$ cat src/rtl/bpf_code_pkg.sv
// Shared definitions for the packet-filter code RAM, its loader and the CPU fetch stage.
package bpf_code_pkg;

    localparam int unsigned CODE_ADDR_WIDTH = 10;
    localparam int unsigned CODE_DATA_WIDTH = 64;

    typedef enum logic [2:0] {
        EMPTY,
        WAIT_CPU,
        LOAD,
        READY,
        ERROR
    } load_state_e;

endpackage

$ cat src/rtl/code_loader.sv
// Owns the code RAM write port: streams a host program into RAM from address 0
// and gates CPU fetches until a complete program is resident.
module code_loader
    import bpf_code_pkg::*;
#(
    parameter int unsigned ADDR_WIDTH = CODE_ADDR_WIDTH,
    parameter int unsigned DATA_WIDTH = CODE_DATA_WIDTH
) (
    input  logic                  clk,
    input  logic                  rst_n,
    input  logic                  load_start,
    input  logic                  in_valid,
    output logic                  in_ready,
    input  logic [DATA_WIDTH-1:0] in_data,
    input  logic                  in_last,
    input  logic                  cpu_idle,
    input  logic                  cpu_rd_en,
    input  logic [ADDR_WIDTH-1:0] cpu_rd_addr,
    output logic                  code_valid,
    output logic [ADDR_WIDTH:0]   prog_len,
    output logic                  load_err,
    output logic                  fetch_oob,
    output logic                  ram_ce,
    output logic                  ram_wr_en,
    output logic [ADDR_WIDTH-1:0] ram_wr_addr,
    output logic [DATA_WIDTH-1:0] ram_wr_data,
    output logic [ADDR_WIDTH-1:0] ram_rd_addr
);

    localparam int unsigned LEN_WIDTH = ADDR_WIDTH + 1;
    localparam logic [ADDR_WIDTH-1:0] LAST_ADDR = {ADDR_WIDTH{1'b1}};

    load_state_e           state;
    logic [ADDR_WIDTH-1:0] wr_cnt;
    logic                  valid_pend;
    logic                  accept;
    logic                  do_write;

    assign in_ready    = (state == LOAD);
    assign accept      = in_valid & in_ready;
    assign do_write    = accept & ~load_start;
    assign ram_rd_addr = cpu_rd_addr;
    assign ram_ce      = ram_wr_en | (cpu_rd_en & code_valid);

    // code_valid rises one cycle after the last write so the final word is resident first
    always_ff @(posedge clk or negedge rst_n) begin
        if (!rst_n) begin
            state       <= EMPTY;
            wr_cnt      <= '0;
            valid_pend  <= 1'b0;
            code_valid  <= 1'b0;
            prog_len    <= '0;
            load_err    <= 1'b0;
            fetch_oob   <= 1'b0;
            ram_wr_en   <= 1'b0;
            ram_wr_addr <= '0;
            ram_wr_data <= '0;
        end else begin
            fetch_oob  <= cpu_rd_en & code_valid & ({1'b0, cpu_rd_addr} >= prog_len);
            ram_wr_en  <= do_write;
            valid_pend <= 1'b0;
            if (do_write) begin
                ram_wr_addr <= wr_cnt;
                ram_wr_data <= in_data;
            end
            if (valid_pend) begin
                code_valid <= 1'b1;
            end

            if (load_start) begin
                state      <= WAIT_CPU;
                wr_cnt     <= '0;
                code_valid <= 1'b0;
                load_err   <= 1'b0;
            end else begin
                case (state)
                    WAIT_CPU: begin
                        if (cpu_idle) begin
                            state <= LOAD;
                        end
                    end
                    LOAD: begin
                        if (accept) begin
                            if (in_last) begin
                                state      <= READY;
                                prog_len   <= LEN_WIDTH'(wr_cnt) + LEN_WIDTH'(1);
                                valid_pend <= 1'b1;
                            end else if (wr_cnt == LAST_ADDR) begin
                                state      <= ERROR;
                                load_err   <= 1'b1;
                                code_valid <= 1'b0;
                                prog_len   <= '0;
                            end else begin
                                wr_cnt <= wr_cnt + ADDR_WIDTH'(1);
                            end
                        end
                    end
                    default: begin
                    end
                endcase
            end
        end
    end

endmodule

$ cat config.mk
export PLATFORM = sky130hd
export DESIGN_NAME = code_loader
export DESIGN_NICKNAME = d
export VERILOG_FILES = /design/src/rtl/bpf_code_pkg.sv /design/src/rtl/code_loader.sv
export SDC_FILE = /design/constraint.sdc
export NUM_CORES = 1
export LEC_CHECK = 0
export CORE_MARGIN = 2
export CORE_UTILIZATION = 46
export DETAILED_ROUTE_END_ITERATION = 8
export PLACE_DENSITY_LB_ADDON = 0.2
export SYNTH_ARGS = -nofsm -noshare
export SYNTH_HDL_FRONTEND = slang
export SYNTH_SLANG_ARGS = --single-unit
$ cat constraint.sdc
create_clock -name clk -period 3.51 [get_ports clk]
set_input_delay 0.8775 -clock clk [delete_from_list [all_inputs] [get_ports clk]]
set_output_delay 0.8775 -clock clk [all_outputs]
set_load 0.02 [all_outputs]
==> metrics.md, run 1 <==
| Metric | Value |
|---|---|
| Status | `complete, no violations` |
| Htree depth | `3` |
| Worst path most repeated cell | `clkdlybuf4s50_1` |
| Clk sinks | `103` |
| Die area | `just over 10,000 µm²` |
| Clock latency on the worst-skew pair | `0.36 ns` |
| Initial antenna violation count | `0` |
| DRC viols | `0` |
| Max-slew violations | `0` |
| Hold crit path type | `reg -> reg` |
| Core area | `9240 µm²` |
| Largest net degree at the start of global routing | `86` |
| DRT Wirelength | `between 9000 and 10,000 µm` |
| Asr flop ratio synth | `1.000` |
| WS Path Type | `in -> out` |
| RSZ-0062 raised after global routing | `no` |
| Layout cell share with drive strength beyond 1 | `0.1512` |
| Top cells by count, synth | `dfrtp_1, mux2_2, nand2_1` |
| Register bit total from synthesis | `103` |
| Area of the multi-input gates | `1595 µm²` |
| Mapped Nets | `428` |
| Yosys top cell area share | `0.5891` |
| Clock power frac | `0.197` |
| FILL cells | `689` |
| Root buffer cell | `clkbuf_8` |
| Fin util | `0.6961` |
| Global-route wire length before repair | `16,040 µm` |
| Post-synth EDFFs | `0` |
| Clock slew at reported path FFs | `0.10 ns` |
| Cell variety after synth | `30` |
| Setup bufs post-CTS | `0` |
| Initial DRC count | `108` |
| Final Hold Viols | `0` |
| Grt ovf | `0` |
| Synth Instances | `336` |
| Most used flip-flop cell after synthesis | `dfrtp_1` |
| ANT cells | `0` |
| Non-filler cells in the finished layout | `645` |
| Slowest stage delay, CP | `~0.6 ns` |
| R2R depth | `6` |
| Hold path cells | `1` |
| Dominant cells by area after synthesis | `dfrtp_1, mux2_2, mux2_1, ha_1, buf_4` |
| Post-route cell area | `~6400 µm²` |
| Drt pass-1 iters | `4` |
| Warnings, synthesis | `0` |
| Min Hold Slack | `0.4956 ns` |
| Comb power frac | `0.351` |
| Clock Tree Buf Depth | `2` |
| Reg area | `2577 µm²` |
| Leak Pwr | `2.793 nW` |
| Detail Route Antenna Nets | `0` |
| Die Span Y | `101.5 µm` |
| Slew at the pin closest to its max-slew limit | `1.051 ns` |
| Vias per cell | `4.926` |
| FP Rows | `35` |
| Max Fanout on Critical Path | `3` |
| Area delta synth->final | `47.01%` |
| Final Power | `approximately 3.4 mW` |
| Final Critical Period | `2.969 ns` |
| Vias in the first global route | `3,355` |
| CP Launch Type | `primary input` |
| Switching portion of total power | `0.3127` |
| Worst Skew | `between 0.01 and 0.015 ns` |
| Initial Util | `0.4735` |
| PostCTS Resize Cnt | `0` |
| Die X | `101.5 µm` |
| Area leader, netlist | `dfrtp_1` |
| Synth Cell Area | `4375 µm²` |
| Fin Setup TNS | `0 ns` |
| I/O pins | `182` |
| Input/output buffers | `181` |
| Syn avg cell area | `about 13 µm²` |
| Final worst-path cycle share | `0.8460` |
| Crit end category | `output port` |
| Cells after DPL | `629` |
| Net Switching | `1.075 mW` |
| Routed len/inst | `15.31 µm` |
| DP Wirelength | `between 7000 and 8000 µm` |
| Pre-CTS setup slack | `0.5411 ns` |
| Cell-internal power | `2.362 mW` |
| Relative slew margins | `0.2992` |
| Final net count | `603` |
| Number of max-cap violations | `0` |
| Placer Congestion | `0.7801` |
| Setup ws final | `0.5406 ns` |
| Worst Path Required | `2.63 ns` |
| Final setup viols | `0` |
| Worst path cell trace | `clkdlybuf4s50_1 -> nand2_1 -> nand2b_1 -> clkdlybuf4s50_1` |
| Hold Buf Count CTS | `0` |
| Seq pwr share | `0.452` |
| Sequential share of the synthesized area | `0.5891` |
| Vias | `3,177` |
| Crit-path slowest cell | `clkdlybuf4s50_1` |
| Count leader, synth | `dfrtp_1` |
| CTS tree | `done` |
| CTS buffer count | `9` |
| Peak Freq | `336.8 MHz` |
| Worst Path Arrival | `2.09 ns` |
| Maximum VDD drop | `slightly above 400 µV` |
| GRT Total Usage | `0.2022` |
| Post-DP Area | `between 6000 and 7000 µm²` |
| Power Density | `534.4 nW/µm²` |
==> critical path: cells and delay by family <==
kind                   cells  cell delay, ns
AND/OR/NAND/NOR            2            0.15
buffers and inverters      2            1.06
==> power by group through the flow <==
stage | Combinational, mW | Clock [mW] | Sequential, mW
2_1_floorplan | 0.248 | 0 | 1.86
3_3_place_gp | 1.20 | 0 | 1.56
3_5_place_dp | 1.22 | 0 | 1.58
4_1_cts | 1.23 | 0.698 | 1.56
5_1_grt | 1.28 | 0.751 | 1.59
6_report | 1.21 | 0.676 | 1.55
==> cell type report <==
type                    instances  share of cell area
clock buffers                  12             0.02256
inverters                      15            0.008753
multi-input cells             195              0.2480
repair buffers                187              0.2902
flip-flops and latches        103              0.4007
well taps                     129             0.02509
clock inverters                 4            0.004668
==> flip-flops by register name, summed over array words and instances, names as in the netlist <==
| signal | cells |
|---|---|
| code_valid | 1 |
| fetch_oob | 1 |
| load_err | 1 |
| prog_len | 11 |
| ram_wr_addr | 10 |
| ram_wr_data | 64 |
| ram_wr_en | 1 |
| state | 3 |
| valid_pend | 1 |
| wr_cnt | 10 |
==> path summary, 6_finish.rpt <==
| check | start | to | slack [ns] |
|---|---|---|---|
| min in group asynchronous | rst_n | ram_wr_addr[0] | 0.68 |
| max in group asynchronous | rst_n | ram_wr_data[5] | 2.02 |
| max reg2reg | wr_cnt[0] | prog_len[5] | 1.39 |
| max | cpu_rd_en | ram_ce | 0.54 |
| min reg2reg | ram_wr_data[49] | ram_wr_data[49] | 0.50 |
| min | ram_wr_data[49] | ram_wr_data[49] | 0.50 |
==> cells in the final DEF, fill, tap and decap left out, types with 2 or more instances in the layout <==
master,netlist,final
dfrtp_1,103,103
nor2b_1,2,2
nor3_1,3,3
clkbuf_1,1,2
clkbuf_8,0,10
and3_1,2,2
nor4_4,2,2
nand3b_1,2,2
nand3_1,11,11
o21ai_1,12,12
xnor2_1,5,5
a211oi_1,2,2
mux2_1,20,20
clkdlybuf4s50_1,0,180
a21o_1,2,2
xor2_1,7,7
nor2_1,12,12
ha_1,11,11
mux2_2,54,54
inv_1,15,15
o21ai_0,10,10
nand2_1,25,25
buf_4,13,6
a21oi_1,6,6
==> cells by family (layout without fill, tap and decap cells) <==
group,count (synthesis),count (layout),synth area share
mux,74,74,0.1904
xor+xnor,12,12,0.02402
buf+inv,38,218,0.04632
compound gates,36,36,0.04776
fa+ha+maj,11,11,0.03146
simple gates,62,62,0.07092
flops,103,103,0.5891
==> layer usage <==
metal / routed length, µm / global-route usage / vias up
met1: 3814 / 0.2327 / 1560
met3: 826 / 0.07660 / 11
met4: 141 / 0.07484 / 0
met2: 5095 / 0.3436 / 112
met5: 0 / 0 / -
li1: - / - / 1494
(Power assumes the default switching activity.)
==> run 2, diff against run 1 <==
Settings changed: CORE_UTILIZATION 46 to 43.
Clock period 3.51 ns to 2.8 ns, I/O delays scaled along.
==> metrics.md, run 2 (synthesis gave the netlist of run 1 again) <==
| Metric | Value |
|---|---|
| Status | `complete, no violations` |
| Placer Congestion | `0.7512 (-3.7%)` |
| Final worst-path cycle share | `0.9393` |
| Clk sinks | `103 (unchanged)` |
| WS Path Type | `in -> out` |
| Fin Setup TNS | `0 ns (unchanged)` |
| CP Launch Point | `cpu_rd_en` |
| Hold Buf Count CTS | `0 (unchanged)` |
| Top reg by flops | `ram_wr_data` |
| Maximum VDD drop | `435.0 µV (+5.4%)` |
| FILL cells | `783 (+14%)` |
| CTS tree | `done` |
| Commonest non-fill, non-tap cells in the layout | `clkdlybuf4s50_1, dfrtp_1, mux2_2` |
| ANT cells | `0 (unchanged)` |
| Die Span Y | `104.9 µm (+3.3%)` |
| Area delta synth->final | `49.01%` |
| Final Critical Period | `2.630 ns` |
| Worst path cell trace | `clkdlybuf4s50_1 -> nand2_1 -> nand2b_1 -> clkdlybuf4s50_1` |
| Crit end category | `output port` |
| Largest delay contributor family on the critical path | `buffers and inverters` |
| WP buf/inv | `2 (unchanged)` |
| Vias | `3,200 (+0.72%)` |
| Most common cell after layout, fill and taps aside | `clkdlybuf4s50_1` |
| Max reg flops | `64 (unchanged)` |
| Final Hold Viols | `0 (unchanged)` |
| Number of max-cap violations | `0 (unchanged)` |
| Initial DRC count | `98 (-9.3%)` |
| Grt ovf | `0 (unchanged)` |
| Layout cell share with drive strength beyond 1 | `0.1518 (+0.0005882)` |
| Final net count | `603 (unchanged)` |
| CP Launch Type | `primary input` |
| Drt pass-1 iters | `4 (unchanged)` |
| Worst Path Arrival | `1.93 ns (-0.16 ns)` |
| Largest net degree at the start of global routing | `61 (-29%)` |
| Vias per cell | `4.946 (+0.41%)` |
| Die X | `104.9 µm (+3.3%)` |
| Core area | `9819 µm² (+6.3%)` |
| DRT Wirelength | `10,030 µm (+1.5%)` |
| Initial Util | `0.4456 (-0.02794)` |
| DRC viols | `0 (unchanged)` |
| DP Wirelength | `7558 µm (-0.13%)` |
| Slowest stage delay, CP | `0.60 ns (about the same)` |
| Input/output buffers | `181 (unchanged)` |
| Pre-CTS setup slack | `0.1627 ns (-0.3785 ns)` |
| Non-filler cells in the finished layout | `647 (+0.31%)` |
| Htree depth | `3 (unchanged)` |
| I/O pins | `182 (unchanged)` |
| Initial antenna violation count | `0 (unchanged)` |
| Routed len/inst | `15.50 µm (+1.2%)` |
| Setup ws final | `0.1700 ns (-0.3707 ns)` |
| Worst Path Required | `2.10 ns (-0.53 ns)` |
| RSZ-0062 raised after global routing | `no` |
| Power Density | `697.4 nW/µm² (+31%)` |
| GRT Total Usage | `0.1898 (-0.01234)` |
| Setup bufs post-CTS | `0 (unchanged)` |
| Clock latency on the worst-skew pair | `0.36 ns (about the same)` |
| FF-to-FF Start | `state[0]` |
| Crit-path slowest cell | `clkdlybuf4s50_1` |
| PostCTS Resize Cnt | `0 (unchanged)` |
| Top Registers | `ram_wr_data: 64 flops, prog_len: 11 flops` |
| CTS buffer count | `9 (unchanged)` |
| Min Hold Slack | `0.3241 ns (-0.1715 ns)` |
| Slew at the pin closest to its max-slew limit | `0.6673 ns (-0.3840 ns)` |
| Die area | `11,000 µm² (+6.7%)` |
| Worst R2R Setup Slack | `0.92 ns (-0.47 ns)` |
| Detail Route Antenna Nets | `0 (unchanged)` |
| FP Rows | `36 (+2.9%)` |
| Capture point of the worst reg-to-reg path | `prog_len[5]` |
| Leak Pwr | `2.831 nW (+1.4%)` |
| Cells after DPL | `633 (+0.64%)` |
| Max Fanout on Critical Path | `3 (unchanged)` |
| Final Power | `4.547 mW (+32%)` |
| Peak Freq | `approximately 380 MHz` |
| Relative slew margins | `0.5522 (+0.2530)` |
| Clock slew at reported path FFs | `0.09 ns (about the same)` |
| Post-route cell area | `6520 µm² (+1.4%)` |
| Final setup viols | `0 (unchanged)` |
| Global-route wire length before repair | `16,770 µm (+4.6%)` |
| R2R depth | `5 (-1)` |
| Vias in the first global route | `3,490 (+4.0%)` |
| Max-slew violations | `0 (unchanged)` |
| Post-DP Area | `6287 µm² (+0.48%)` |
| Hold crit path type | `in -> async` |
| Worst Skew | `0.009724 ns (-0.004373 ns)` |
| Worst path most repeated cell | `clkdlybuf4s50_1` |
| Clock Tree Buf Depth | `2 (unchanged)` |
| Root buffer cell | `clkbuf_8` |
| Fin util | `0.6640 (-0.03215)` |
run 2: worst max path at each step:
stage | end | slack (ns) | cells after the start
after floorplan | ram_wr_addr[0] | 0.92 | 5
after global placement | ram_ce | 0.19 | 4
after detailed placement | ram_ce | 0.16 | 4
after CTS | ram_ce | 0.16 | 4
after global routing | ram_ce | 0.12 | 4
final | ram_ce | 0.17 | 4
run 2: cell type report:
| type | instances | area, µm² | area share |
|---|---|---|---|
| inverter | 15 | 56.30 | 0.008636 |
| sequential | 103 | 2577 | 0.3953 |
| tap | 133 | 166.4 | 0.02552 |
| clock inverter | 4 | 95.09 | 0.01458 |
| timing repair buffer | 187 | 1892 | 0.2902 |
| clock buffer | 10 | 137.6 | 0.02111 |
| multi-input combinational | 195 | 1595 | 0.2447 |
run 2: where the power goes:
part | leakage [nW] | total [mW] | switching, mW | internal (mW)
Sequential | 1.37 | 1.95 | 0.160 | 1.79
Clock | 0.118 | 1.09 | 0.482 | 0.607
Combinational | 1.35 | 1.51 | 0.687 | 0.825
Total | 2.83 | 4.55 | 1.33 | 3.22
run 2: routing by layer:
layer | up-vias | global-route usage | routed length [µm]
met2 | 122 | 0.3242 | 5072
met1 | 1572 | 0.2192 | 3884
li1 | 1495 | - | -
met5 | - | 0 | 0
met4 | 0 | 0.06476 | 141
met3 | 11 | 0.07112 | 927
==> run 3, diff against run 2 <==
Settings changed: CORE_UTILIZATION 43 to 60, CTS_CLUSTER_SIZE set to 8, DONT_BUFFER_PORTS set to 1.
Clock period 2.8 ns to 2.46 ns, I/O delays scaled along.
==> metrics.md, run 3 (synthesis gave the netlist of run 1 again) <==
| Metric | Value |
|---|---|
| Status | `finished, violations left` |
| Failing checks | `negative hold slack` |
| Layout cell share with drive strength beyond 1 | `0.2289 (+0.07716)` |
| Vias in the first global route | `2,557 (-27%)` |
| Fin util | `0.6485 (-0.01550)` |
| Post-DP Area | `4400 µm² (-30%)` |
| Net Switching | `1.379 mW (+3.9%)` |
| Final net count | `419 (-31%)` |
| Die Span Y | `89.40 µm (-15%)` |
| Min Hold Slack | `-0.06124 ns (-0.3854 ns)` |
| Die X | `89.40 µm (-15%)` |
| Cell-internal power | `2.862 mW (-11%)` |
| Htree depth | `3 (unchanged)` |
| RSZ-0062 raised after global routing | `no` |
| Relative slew margins | `0.4864 (-0.06576)` |
| Crit end category | `flop` |
| Final Hold Viols | `103 (+103)` |
| Routed len/inst | `18.77 µm (+21%)` |
| Max reg flops | `64 (unchanged)` |
| Placer Congestion | `0.8166 (+8.7%)` |
| Non-filler cells in the finished layout | `431 (-33%)` |
| Seq pwr share | `0.639 (+0.211)` |
| Vias per cell | `5.775 (+17%)` |
| Leak Pwr | `2.130 nW (-25%)` |
| Clock Tree Buf Depth | `2 (unchanged)` |
| CP Launch Type | `flop` |
| Core area | `7137 µm² (-27%)` |
| Drt pass-1 iters | `4 (unchanged)` |
| Switching portion of total power | `0.3252 (+0.03317)` |
| GRT Total Usage | `0.2053 (+0.01545)` |
| Hold crit path type | `in -> async` |
| Final setup viols | `0 (unchanged)` |
| Max Fanout on Critical Path | `11 (+8)` |
| Setup bufs post-CTS | `0 (unchanged)` |
| Worst Path Required | `2.75 ns (+0.65 ns)` |
| Clk sinks | `103 (unchanged)` |
| DP Wirelength | `5835 µm (-23%)` |
| Commonest non-fill, non-tap cells in the layout | `dfrtp_1, mux2_2, nand2_1` |
| Clock power frac | `0.275 (+0.035)` |
| Setup ws final | `0.5170 ns (+0.3470 ns)` |
| Clock slew at reported path FFs | `0.10 ns (about the same)` |
| Pre-CTS setup slack | `0.4977 ns (+0.3350 ns)` |
| Vias | `2,489 (-22%)` |
| DRC viols | `0 (unchanged)` |
| Final Critical Period | `1.943 ns` |
| Top reg by flops | `ram_wr_data` |
| Largest net degree at the start of global routing | `104 (+70%)` |
| Initial DRC count | `98 (unchanged)` |
| Top Registers | `ram_wr_data: 64 flops, prog_len: 11 flops` |
| Maximum VDD drop | `544.3 µV (+25%)` |
| Grt ovf | `0 (unchanged)` |
| Power Density | `916.5 nW/µm² (+31%)` |
| PostCTS Resize Cnt | `0 (unchanged)` |
| Input/output buffers | `0 (-100%)` |
| Detail Route Antenna Nets | `0 (unchanged)` |
| Fin Setup TNS | `0 ns (unchanged)` |
| FP Rows | `31 (-14%)` |
| DRT Wirelength | `8092 µm (-19%)` |
| Die area | `7991 µm² (-27%)` |
| Slew at the pin closest to its max-slew limit | `0.7653 ns (+0.09799 ns)` |
| Number of max-cap violations | `0 (unchanged)` |
| Clock latency on the worst-skew pair | `0.36 ns (about the same)` |
| WS Path Type | `reg -> reg` |
| CTS buffer count | `9 (unchanged)` |
| Peak Freq | `between 500 and 600 MHz` |
| Post-route cell area | `4628 µm² (-29%)` |
| Initial Util | `0.6131 (+0.1675)` |
| ANT cells | `0 (unchanged)` |
| Area delta synth->final | `5.776%` |
| Max-slew violations | `0 (unchanged)` |
| Root buffer cell | `clkbuf_8` |
| Worst Path Arrival | `2.23 ns (+0.30 ns)` |
| Final Power | `4.242 mW (-6.7%)` |
| Worst Skew | `0.005142 ns (-0.004583 ns)` |
| Global-route wire length before repair | `12,060 µm (-28%)` |
| I/O pins | `182 (unchanged)` |
| Final worst-path cycle share | `0.7898` |
| Cells after DPL | `415 (-34%)` |
| CTS tree | `done` |
| Most common cell after layout, fill and taps aside | `dfrtp_1` |
| Initial antenna violation count | `0 (unchanged)` |
| Comb power frac | `0.086 (-0.246)` |
-- run 3: power by group through the flow --
stage               logic [mW]  registers (mW)  clock network [mW]
floorplan                0.354            2.66                   0
global placement         0.338            2.74                   0
detailed placement       0.376            2.75                   0
CTS                      0.374            2.72                1.20
global route             0.404            2.76                1.26
finish                   0.364            2.71                1.17
-- run 3: final cells by class --
type	instances	area, µm²
Fill cell	597	2509
Clock buffer	9	123.9
Tap cell	99	123.9
Inverter	15	56.30
Clock inverter	7	103.9
Timing Repair Buffer	3	47.55
Multi-Input combinational cell	195	1595
Sequential cell	103	2577
-- run 3: worst max-delay path, stage by stage (launching register included) --
cell,delay [ns]
dfrtp_1,0.44
ha_1,0.28
nand4_1,0.11
nor3_1,0.06
buf_4,0.16
o21ai_1,0.60
nand2_1,0.12
o21ai_1,0.10
-- run 3: path summary, 6_finish.rpt --
path                            start              end  slack (ns)  cells past startpoint
min reg2reg                valid_pend       code_valid        0.53                      2
min                             rst_n  ram_wr_data[26]       -0.06                      0
min in group clk           load_start         state[1]        0.30                      1
max in group asynchronous       rst_n         state[2]        2.39                      0
max                         wr_cnt[0]      prog_len[7]        0.52                      7
max reg2reg                 wr_cnt[0]      prog_len[7]        0.52                      7
-- run 3: metal layers --
layer  vias up  GRT usage  part of all wire
li1       1121          -                 -
met1      1244     0.2411              0.38
met2       115     0.3354              0.50
met3         9    0.09972              0.10
met4         0    0.06377             0.011
met5         -          0                 0
